**src/rtl/mem_read_skew_ctrl_pkg.sv**
```systemverilog
// Shared definitions for the skewed memory read sequencer.
package mem_read_skew_ctrl_pkg;

    localparam int BYTE_W         = 8;
    localparam int MEM_RD_LATENCY = 1;

    // Sequencer states: IDLE waits for start, ISSUE streams reads on all lanes,
    // DRAIN waits out the memory read latency for the final beat.
    typedef enum logic [1:0] {
        ST_IDLE  = 2'd0,
        ST_ISSUE = 2'd1,
        ST_DRAIN = 2'd2
    } state_t;

endpackage

```
**src/rtl/mem_read_skew_ctrl_skew_delay_line.sv**
```systemverilog
// Registered shift chain with synchronous clear. Tap j carries din delayed
// by j+1 cycles, packed as taps[j*DATA_W +: DATA_W]. DEPTH must be >= 1.
module skew_delay_line #(
    parameter int DEPTH  = 3,
    parameter int DATA_W = 9
) (
    input  logic                    clk,
    input  logic                    clear,
    input  logic [DATA_W-1:0]       din,
    output logic [DEPTH*DATA_W-1:0] taps
);

    // Shift din one stage per cycle; clear empties every stage.
    always_ff @(posedge clk) begin
        if (clear) begin
            taps <= '0;
        end else begin
            for (int j = DEPTH - 1; j > 0; j--) begin
                taps[j*DATA_W +: DATA_W] <= taps[(j-1)*DATA_W +: DATA_W];
            end
            taps[0 +: DATA_W] <= din;
        end
    end

endmodule

```
**src/rtl/mem_read_skew_ctrl.sv**
```systemverilog
// Skewed read sequencer: lane 0 streams base..base+N-1, lane k repeats the
// same stream k cycles later, and data_valid follows rd_en by the memory
// read latency. WIDTH_HEIGHT must be >= 2 and RD_LATENCY >= 1.
module mem_read_skew_ctrl
    import mem_read_skew_ctrl_pkg::*;
#(
    parameter int WIDTH_HEIGHT = 4,
    parameter int ADDR_W       = BYTE_W,
    parameter int RD_LATENCY   = MEM_RD_LATENCY
) (
    input  logic                           clk,
    input  logic                           reset,
    input  logic                           start,
    input  logic [ADDR_W-1:0]              base_addr,
    input  logic [ADDR_W-1:0]              num_rows,
    output logic                           busy,
    output logic                           done,
    output logic [WIDTH_HEIGHT-1:0]        rd_en,
    output logic [WIDTH_HEIGHT*ADDR_W-1:0] rd_addr,
    output logic [WIDTH_HEIGHT-1:0]        data_valid
);

    localparam int LANE_W = ADDR_W + 1;
    localparam int CNT_W  = ADDR_W + $clog2(WIDTH_HEIGHT + RD_LATENCY) + 1;
    // ISSUE lasts N+W-1 cycles; the counter is loaded with the cycles left after the first.
    localparam logic [CNT_W-1:0] ISSUE_EXTRA = CNT_W'(WIDTH_HEIGHT - 2);
    localparam logic [CNT_W-1:0] DRAIN_LOAD  = CNT_W'(RD_LATENCY - 1);

    state_t             state, state_nxt;
    logic [CNT_W-1:0]   cnt, cnt_nxt;
    logic [ADDR_W-1:0]  rows_left, rows_left_nxt;
    logic               en0, en0_nxt;
    logic [ADDR_W-1:0]  addr0, addr0_nxt;
    logic               busy_nxt, done_nxt;

    logic [(WIDTH_HEIGHT-1)*LANE_W-1:0]    skew_taps;
    logic [RD_LATENCY*WIDTH_HEIGHT-1:0]    dv_taps;

    // Next-state, lane-0 address generation, row and phase counters.
    always_comb begin
        state_nxt     = state;
        cnt_nxt       = cnt;
        rows_left_nxt = rows_left;
        en0_nxt       = 1'b0;
        addr0_nxt     = '0;
        done_nxt      = 1'b0;
        case (state)
            ST_IDLE: begin
                if (start) begin
                    if (num_rows != '0) begin
                        state_nxt     = ST_ISSUE;
                        cnt_nxt       = CNT_W'(num_rows) + ISSUE_EXTRA;
                        rows_left_nxt = num_rows - ADDR_W'(1);
                        en0_nxt       = 1'b1;
                        addr0_nxt     = base_addr;
                    end else begin
                        // Empty request completes immediately without touching memory.
                        done_nxt = 1'b1;
                    end
                end
            end
            ST_ISSUE: begin
                if (rows_left != '0) begin
                    en0_nxt       = 1'b1;
                    addr0_nxt     = addr0 + ADDR_W'(1);
                    rows_left_nxt = rows_left - ADDR_W'(1);
                end
                if (cnt == '0) begin
                    state_nxt = ST_DRAIN;
                    cnt_nxt   = DRAIN_LOAD;
                end else begin
                    cnt_nxt = cnt - CNT_W'(1);
                end
            end
            ST_DRAIN: begin
                if (cnt == '0) begin
                    state_nxt = ST_IDLE;
                end else begin
                    cnt_nxt = cnt - CNT_W'(1);
                end
            end
            default: begin
                state_nxt = ST_IDLE;
            end
        endcase
        // The last DRAIN cycle carries the final data_valid beat.
        if (state_nxt == ST_DRAIN && cnt_nxt == '0) begin
            done_nxt = 1'b1;
        end
        busy_nxt = (state_nxt != ST_IDLE);
    end

    // State, counters and lane-0 output registers with synchronous reset.
    always_ff @(posedge clk) begin
        if (reset) begin
            state     <= ST_IDLE;
            cnt       <= '0;
            rows_left <= '0;
            en0       <= 1'b0;
            addr0     <= '0;
            busy      <= 1'b0;
            done      <= 1'b0;
        end else begin
            state     <= state_nxt;
            cnt       <= cnt_nxt;
            rows_left <= rows_left_nxt;
            en0       <= en0_nxt;
            addr0     <= addr0_nxt;
            busy      <= busy_nxt;
            done      <= done_nxt;
        end
    end

    // Lanes 1..W-1 are lane 0's {en, addr} delayed by their lane index.
    skew_delay_line #(
        .DEPTH  (WIDTH_HEIGHT - 1),
        .DATA_W (LANE_W)
    ) u_lane_skew (
        .clk   (clk),
        .clear (reset),
        .din   ({en0, addr0}),
        .taps  (skew_taps)
    );

    // Assemble the per-bank read enables and addresses from the skew taps.
    always_comb begin
        rd_en   = '0;
        rd_addr = '0;
        rd_en[0]             = en0;
        rd_addr[0 +: ADDR_W] = addr0;
        for (int k = 1; k < WIDTH_HEIGHT; k++) begin
            rd_en[k]                  = skew_taps[(k-1)*LANE_W + ADDR_W];
            rd_addr[k*ADDR_W +: ADDR_W] = skew_taps[(k-1)*LANE_W +: ADDR_W];
        end
    end

    // data_valid tracks rd_en through the memory read latency.
    skew_delay_line #(
        .DEPTH  (RD_LATENCY),
        .DATA_W (WIDTH_HEIGHT)
    ) u_valid_delay (
        .clk   (clk),
        .clear (reset),
        .din   (rd_en),
        .taps  (dv_taps)
    );

    assign data_valid = dv_taps[(RD_LATENCY-1)*WIDTH_HEIGHT +: WIDTH_HEIGHT];

endmodule
```
**config.mk**
```make
export PLATFORM = sky130hd
export DESIGN_NAME = mem_read_skew_ctrl
export DESIGN_NICKNAME = d
export VERILOG_FILES = /design/src/rtl/mem_read_skew_ctrl_pkg.sv /design/src/rtl/mem_read_skew_ctrl_skew_delay_line.sv /design/src/rtl/mem_read_skew_ctrl.sv
export SDC_FILE = /design/constraint.sdc
export NUM_CORES = 1
export LEC_CHECK = 0
export CORE_ASPECT_RATIO = 1.4
export CORE_UTILIZATION = 45
export DETAILED_ROUTE_END_ITERATION = 10
export GPL_ROUTABILITY_DRIVEN = 0
export PLACE_DENSITY = 0.81
export SYNTH_ARGS = -nofsm -noshare
export SYNTH_HDL_FRONTEND = slang
export SYNTH_SLANG_ARGS = --single-unit
export TNS_END_PERCENT = 50
```
**constraint.sdc**
```tcl
create_clock -name clk -period 2.76 [get_ports clk]
set_input_delay 0.552 -clock clk [delete_from_list [all_inputs] [get_ports clk]]
set_output_delay 0.552 -clock clk [all_outputs]
set_load 0.05 [all_outputs]
```
==> results of run 1 <==
[layer usage]
| layer | part of all wire | vias to the layer above | track usage | routed length, um |
|---|---|---|---|---|
| met5 | 0 | - | 0 | 0 |
| li1 | - | 1397 | - | - |
| met2 | 0.52 | 143 | 0.440 | 4320 |
| met1 | 0.37 | 1419 | 0.268 | 3120 |
| met3 | 0.063 | 44 | 0.0521 | 525 |
| met4 | 0.048 | 0 | 0.171 | 405 |
[stage by stage]
stage	cells	hold WS [ns]	setup WS (ns)
3_3_place_gp	485	0.447	0.0683
3_5_place_dp	485	0.452	-0.0668
6_report	501	0.461	0.243
5_1_grt	501	0.468	0.0508
2_1_floorplan	353	0.439	0.481
4_1_cts	501	0.464	0.101
[worst paths after layout]
path              slack, ns  cells past startpoint              endpoint
setup reg to reg       0.24                     12                  done
hold / removal         0.46                      1  u_lane_skew.taps[13]
setup / recovery       0.24                     12                  done
hold reg to reg        0.46                      1  u_lane_skew.taps[13]
[flip-flops by register name, summed over array words and instances, names as in the netlist]
register,flops
cnt,12
rows_left,8
en0,1
state,2
u_valid_delay.taps,2
addr0,8
done,1
busy,1
u_lane_skew.taps,26
[layout by cell type, fill, tap and decap left out, types with 3 or more instances in the layout]
cell / instances
o21ai_0: 11
nor2_1: 35
nor3_1: 9
clkbuf_8: 9
o211ai_1: 3
or4_4: 3
xor2_1: 9
nor2b_1: 37
o22ai_1: 4
or3_1: 3
and3_1: 4
dfxtp_1: 61
buf_4: 24
a22oi_1: 7
ha_1: 5
clkinv_4: 4
a21oi_1: 18
o2111ai_1: 3
nand2_1: 29
inv_1: 5
nor4_1: 8
nand3_1: 12
mux2i_1: 6
clkdlybuf4s50_1: 59
a211oi_1: 3
nor3b_1: 3
xnor2_1: 5
or2_2: 4
[critical path: stages, from the launching register on]
cell and delay (ns):
dfxtp_1 0.33, inv_1 0.12, ha_1 0.23, nor4b_2 0.27
nand3_1 0.19, ha_1 0.23, nor2b_1 0.18, nor3_1 0.07
a21oi_1 0.12, o41ai_1 0.12, nor4_1 0.23, nand4_1 0.15
o22ai_1 0.20
[cell type report]
| type | count | area, um^2 |
|---|---|---|
| fill | 526 | 2390 |
| multi-input combinational | 263 | 1670 |
| sequential | 61 | 1220 |
| timing repair buffer | 84 | 776 |
| clock buffer | 9 | 124 |
| tap | 72 | 90.1 |
| clock inverter | 7 | 52.6 |
| inverter | 5 | 18.8 |
[logic make-up (layout without fill, tap and decap cells)]
family | Yosys count | after routing | synth area share
AND/OR/NAND/NOR | 164 | 164 | 0.297
AO/OA/AOI/OAI | 72 | 72 | 0.165
flip-flops | 61 | 61 | 0.405
buffers and inverters | 29 | 105 | 0.0449
XOR/XNOR | 14 | 14 | 0.0407
adder cells (fa/ha/maj) | 7 | 7 | 0.0274
multiplexers | 6 | 6 | 0.0199
[power by group]
part / total, mW / switching [mW] / internal [mW] / leakage [nW]
sequential: 1.08 / 0.111 / 0.972 / 0.498
combinational: 1.12 / 0.661 / 0.454 / 0.964
clock: 0.707 / 0.380 / 0.327 / 0.0891
total: 2.91 / 1.15 / 1.75 / 1.55
[what timing repair did]
item | in CTS | in global routing
endpoints found under the hold margin | 0 | 0
gates resized for setup | 0 | 2
setup endpoints to repair | 0 | 1
==> flow_metrics.tcl, run 1 <==
set metrics [dict create \
    outcome "complete, but fails checks" \
    violations "DRC" \
    netlist_area_um2 3010 \
    io_pins 61 \
    yosysWarnings 0 \
    post-route-util 0.623 \
    worstHoldStart "u_lane_skew.taps[4]" \
    tns_ns 0 \
    die_h_um 98.8 \
    clk_latency_ns 0.35 \
    syn_nets 377 \
    cp-end-kind "register" \
    diodes 0 \
    slew_viol_final 0 \
    antenna_left 0 \
    clockBufferDepth 2 \
    rsz0062_at_grt "false" \
    die-area_um2 7030 \
    start_util 0.475 \
    dpl.hpwl_mm 6.04 \
    setup_violations 0 \
    netlist_instances 353 \
    arrival_ns 2.79 \
    leakage_nw 1.55 \
    cts.sinks 61 \
    synth_common_cells "dfxtp_1, nor2b_1, nor2_1" \
    wl_per_cell_um 16.7 \
    max_slew.worst_pin.slew_ns 0.924 \
    synth_area_leader_cell "dfxtp_1" \
    required_ns 3.03 \
    htreeDepth 3 \
    syn_to_final_growth_pct 31.1 \
    critPathMaxFanout 5 \
    power_mw 2.91 \
    postSynthAreaPerCell_um2 8.54 \
    layout-drive-gt1-share 0.138 \
    die_x_um 71.2 \
    power.density_nw_per_um2 736 \
    cts_setup_buffers 0 \
    synth_seq_area_share 0.405 \
    wirelength_mm 8.37 \
    slew_headroom 0.384 \
    ir_drop_v 0.000428 \
    synth_edf_count 0 \
    cts_root_buffer "clkbuf_8" \
    grt_max_degree 31 \
    fmax_mhz 397 \
    synth_cell_types 62 \
    path_class "reg2reg" \
    ys_ff_latch 61 \
    ys.flop_type "dfxtp_1" \
    cts_buffers 9 \
    cts_tree "yes" \
    drc_errors 2 \
    drt-pass1-iter-count 8 \
    hold_violations 0 \
    timing.final.crit_share 0.912 \
    setup.worst_path.start "cnt[0]" \
    rr_startpoint "cnt[0]" \
    period_needed_ns 2.52 \
    portBuffers 60 \
    antenna_found_initial 0 \
    synth_top_area_frac 0.405 \
    cap_violations 0 \
    fp-row-count 34 \
    hold_path.class "reg2reg" \
    skew_ns 0.0113 \
    grt_usage 0.252 \
    synth_area_leaders "dfxtp_1, nor2b_1, nor2_1" \
    drt_iter0_markers 284 \
    startpoint_type "register" \
    fin_nets 448 \
    grt-ovfl-total 0 \
    place_area_um2 3760 \
    vias 3003 \
    coreArea_um2 6340 \
    grt_pass1_wl_mm 13.7 \
    viasPerCell 5.99 \
    synth.most_common_cell "dfxtp_1" \
    ys_async_sr_fraction 0 \
    cts_hold_buf 0 \
    finish.instance_area_um2 3950 \
    path_clk_slew_ns 0.08 \
    grt_pass1_vias 2937 \
]
Note: power is estimated with default switching activity, not from simulation.
==> inputs of run 2 (changes only) <==
--- a/config.mk
+++ b/config.mk
@@ -6,6 +6,7 @@
 export NUM_CORES = 1
 export LEC_CHECK = 0
 export CORE_ASPECT_RATIO = 1.4
+export CORE_MARGIN = 4
 export CORE_UTILIZATION = 45
 export DETAILED_ROUTE_END_ITERATION = 10
 export GPL_ROUTABILITY_DRIVEN = 0
==> run 2 against run 1 <==
Net effect:
- the flow now finishes without violations
- non-clock buffer count is 1 higher
- power is 0.57% lower
- core utilization is 2.1 points lower
- sequential share of layout area hardly changed
- combinational power hardly changed
- sequential power hardly changed
- hold slack worse by 0.0023 ns
- register-to-register slack hardly changed
- final cell count is 0.60% higher
- clock power is 0.7% lower
- critical path depth is 2 lower
- flip-flop and latch count stayed put
- largest cell class unchanged
- highest routed layer unchanged
==> flow_metrics.tcl, run 2 (synthesized netlist as in run 1, its figures left out) <==
set metrics [dict create \
    viasPerCell 5.72 \
    clk_latency_ns 0.34 \
    start_util 0.459 \
    whs_ns 0.459 \
    die_h_um 105 \
    min_path_cells 1 \
    slew_viol_final 0 \
    rr_startpoint "cnt[4]" \
    grtUsageMet1 0.224 \
    antenna_found_initial 0 \
    cts_buffers 9 \
    p_int_mw 1.76 \
    swShare 0.391 \
    grt_pass1_wl_mm 13.3 \
    setup_violations 0 \
    leakage_nw 1.55 \
    top_register "u_lane_skew.taps" \
    r2r_end "done" \
    period_needed_ns 2.52 \
    grt-ovfl-total 0 \
    clockBufferDepth 2 \
    diodes 0 \
    wl_per_cell_um 15.7 \
    grt_usage 0.204 \
    drt-pass1-iter-count 5 \
    drt_iter0_markers 169 \
    worst_slack_ns 0.244 \
    reg2reg_depth 10 \
    cp-end-kind "register" \
    layout_common_cells "dfxtp_1, clkdlybuf4s50_1, nor2b_1" \
    dpl.hpwl_mm 5.99 \
    startpoint_type "register" \
    met3_usage 0.0422 \
    fp-row-count 35 \
    fmax_mhz 397 \
    path_class "reg2reg" \
    syn_to_final_growth_pct 31.2 \
    worstHoldStart "u_lane_skew.taps[5]" \
    layout-drive-gt1-share 0.137 \
    skew_ns 0.00945 \
    setup.worst_path.start "cnt[4]" \
    p_clk_frac 0.243 \
    place_ws_ns -0.00540 \
    htreeDepth 3 \
    ir_drop_v 0.000386 \
    power.switching_mw 1.13 \
    coreArea_um2 6570 \
    drc_errors 0 \
    cts.sinks 61 \
    grt_max_degree 31 \
    slew_headroom 0.622 \
    largest_register_ffs 26 \
    hold_violations 0 \
    power_mw 2.89 \
    tns_ns 0 \
    power.density_nw_per_um2 731 \
    io_pins 61 \
    combinationalPowerShare 0.385 \
    critPathMaxFanout 9 \
    layout_commonest_cell "dfxtp_1" \
    cts_setup_buffers 0 \
    timing.final.crit_share 0.912 \
    rsz0062_at_grt "false" \
    wirelength_mm 7.93 \
    die_x_um 77.2 \
    vias 2881 \
    cap_violations 0 \
    antenna_left 0 \
    required_ns 3.03 \
    max_slew.worst_pin.slew_ns 0.562 \
    fin_nets 449 \
    r2r_slack_ns 0.24 \
    pwr-share-seq 0.372 \
    hold_end "u_lane_skew.taps[14]" \
    portBuffers 60 \
    arrival_ns 2.79 \
    cts_tree "yes" \
    hold_path.class "reg2reg" \
    die-area_um2 8090 \
    grt_use_met2 0.370 \
    grt_pass1_vias 2829 \
    cts_root_buffer "clkbuf_8" \
    reg.largest.list "u_lane_skew.taps x26, cnt x12" \
    path_clk_slew_ns 0.08 \
    top_usage_layer "met2" \
    outcome "complete, no violations" \
]
run 2: changes by cell type in the layout (fill, tap and decap cells not counted), sizes merged:
cell | previous run | this run
clkbuf | 9 | 10
clkinv | 6 | 4
clkinvlp | 1 | 2
inv | 5 | 6
run 2: critical path, cell delays in order (launching register included):
cell and delay (ns):
dfxtp_1 0.39, nor4_1 0.55, nand3_1 0.22, ha_1 0.23
nor2b_1 0.15, nor3_1 0.07, a21oi_1 0.11, o41ai_1 0.13
nor4_1 0.30, nand4_1 0.13, o22ai_1 0.18
run 2: cell type report:
cell class,count,area [um^2]
multi-input combinational,263,1660
clock buffer,9,124
timing repair buffer,85,783
tap,74,92.6
sequential,61,1220
fill,579,2620
clock inverter,7,51.3
inverter,5,18.8
run 2: worst max-delay path by stage:
| stage | cells past startpoint | slack [ns] | endpoint |
|---|---|---|---|
| after floorplan | 12 | 0.48 | done |
| after detailed placement | 9 | -0.005 | done |
| after CTS | 12 | 0.19 | done |
| final | 10 | 0.24 | done |
| after global placement | 9 | 0.08 | done |
| after global routing | 12 | 0.05 | done |
run 2: per-stage QoR:
stage,utilization,area (um^2),cells
2_1_floorplan,-,3010,353
3_3_place_gp,0.574,3770,488
3_5_place_dp,0.574,3770,488
4_1_cts,0.601,3950,504
5_1_grt,0.602,3950,504
6_report,0.602,3950,504
run 2: power by group through the flow:
stage | Sequential, mW | Clock, mW | Combinational [mW]
after floorplan | 1.18 | 0 | 0.666
after global placement | 1.09 | 0 | 1.07
after detailed placement | 1.09 | 0 | 1.09
after CTS | 1.07 | 0.722 | 1.10
after global routing | 1.09 | 0.762 | 1.20
final | 1.08 | 0.702 | 1.11
run 2: per-layer routing:
metal / vias to the layer above / routed length [um]
li1: 1406 / -
met1: 1339 / 3030
met2: 117 / 4290
met3: 19 / 403
met4: 0 / 210
met5: - / 0
run 2: what timing repair did:
item,in CTS,in global routing
hold buffers,0,0
hold endpoints to repair,0,0
resized for setup,0,1
endpoints found under the setup margin,0,1
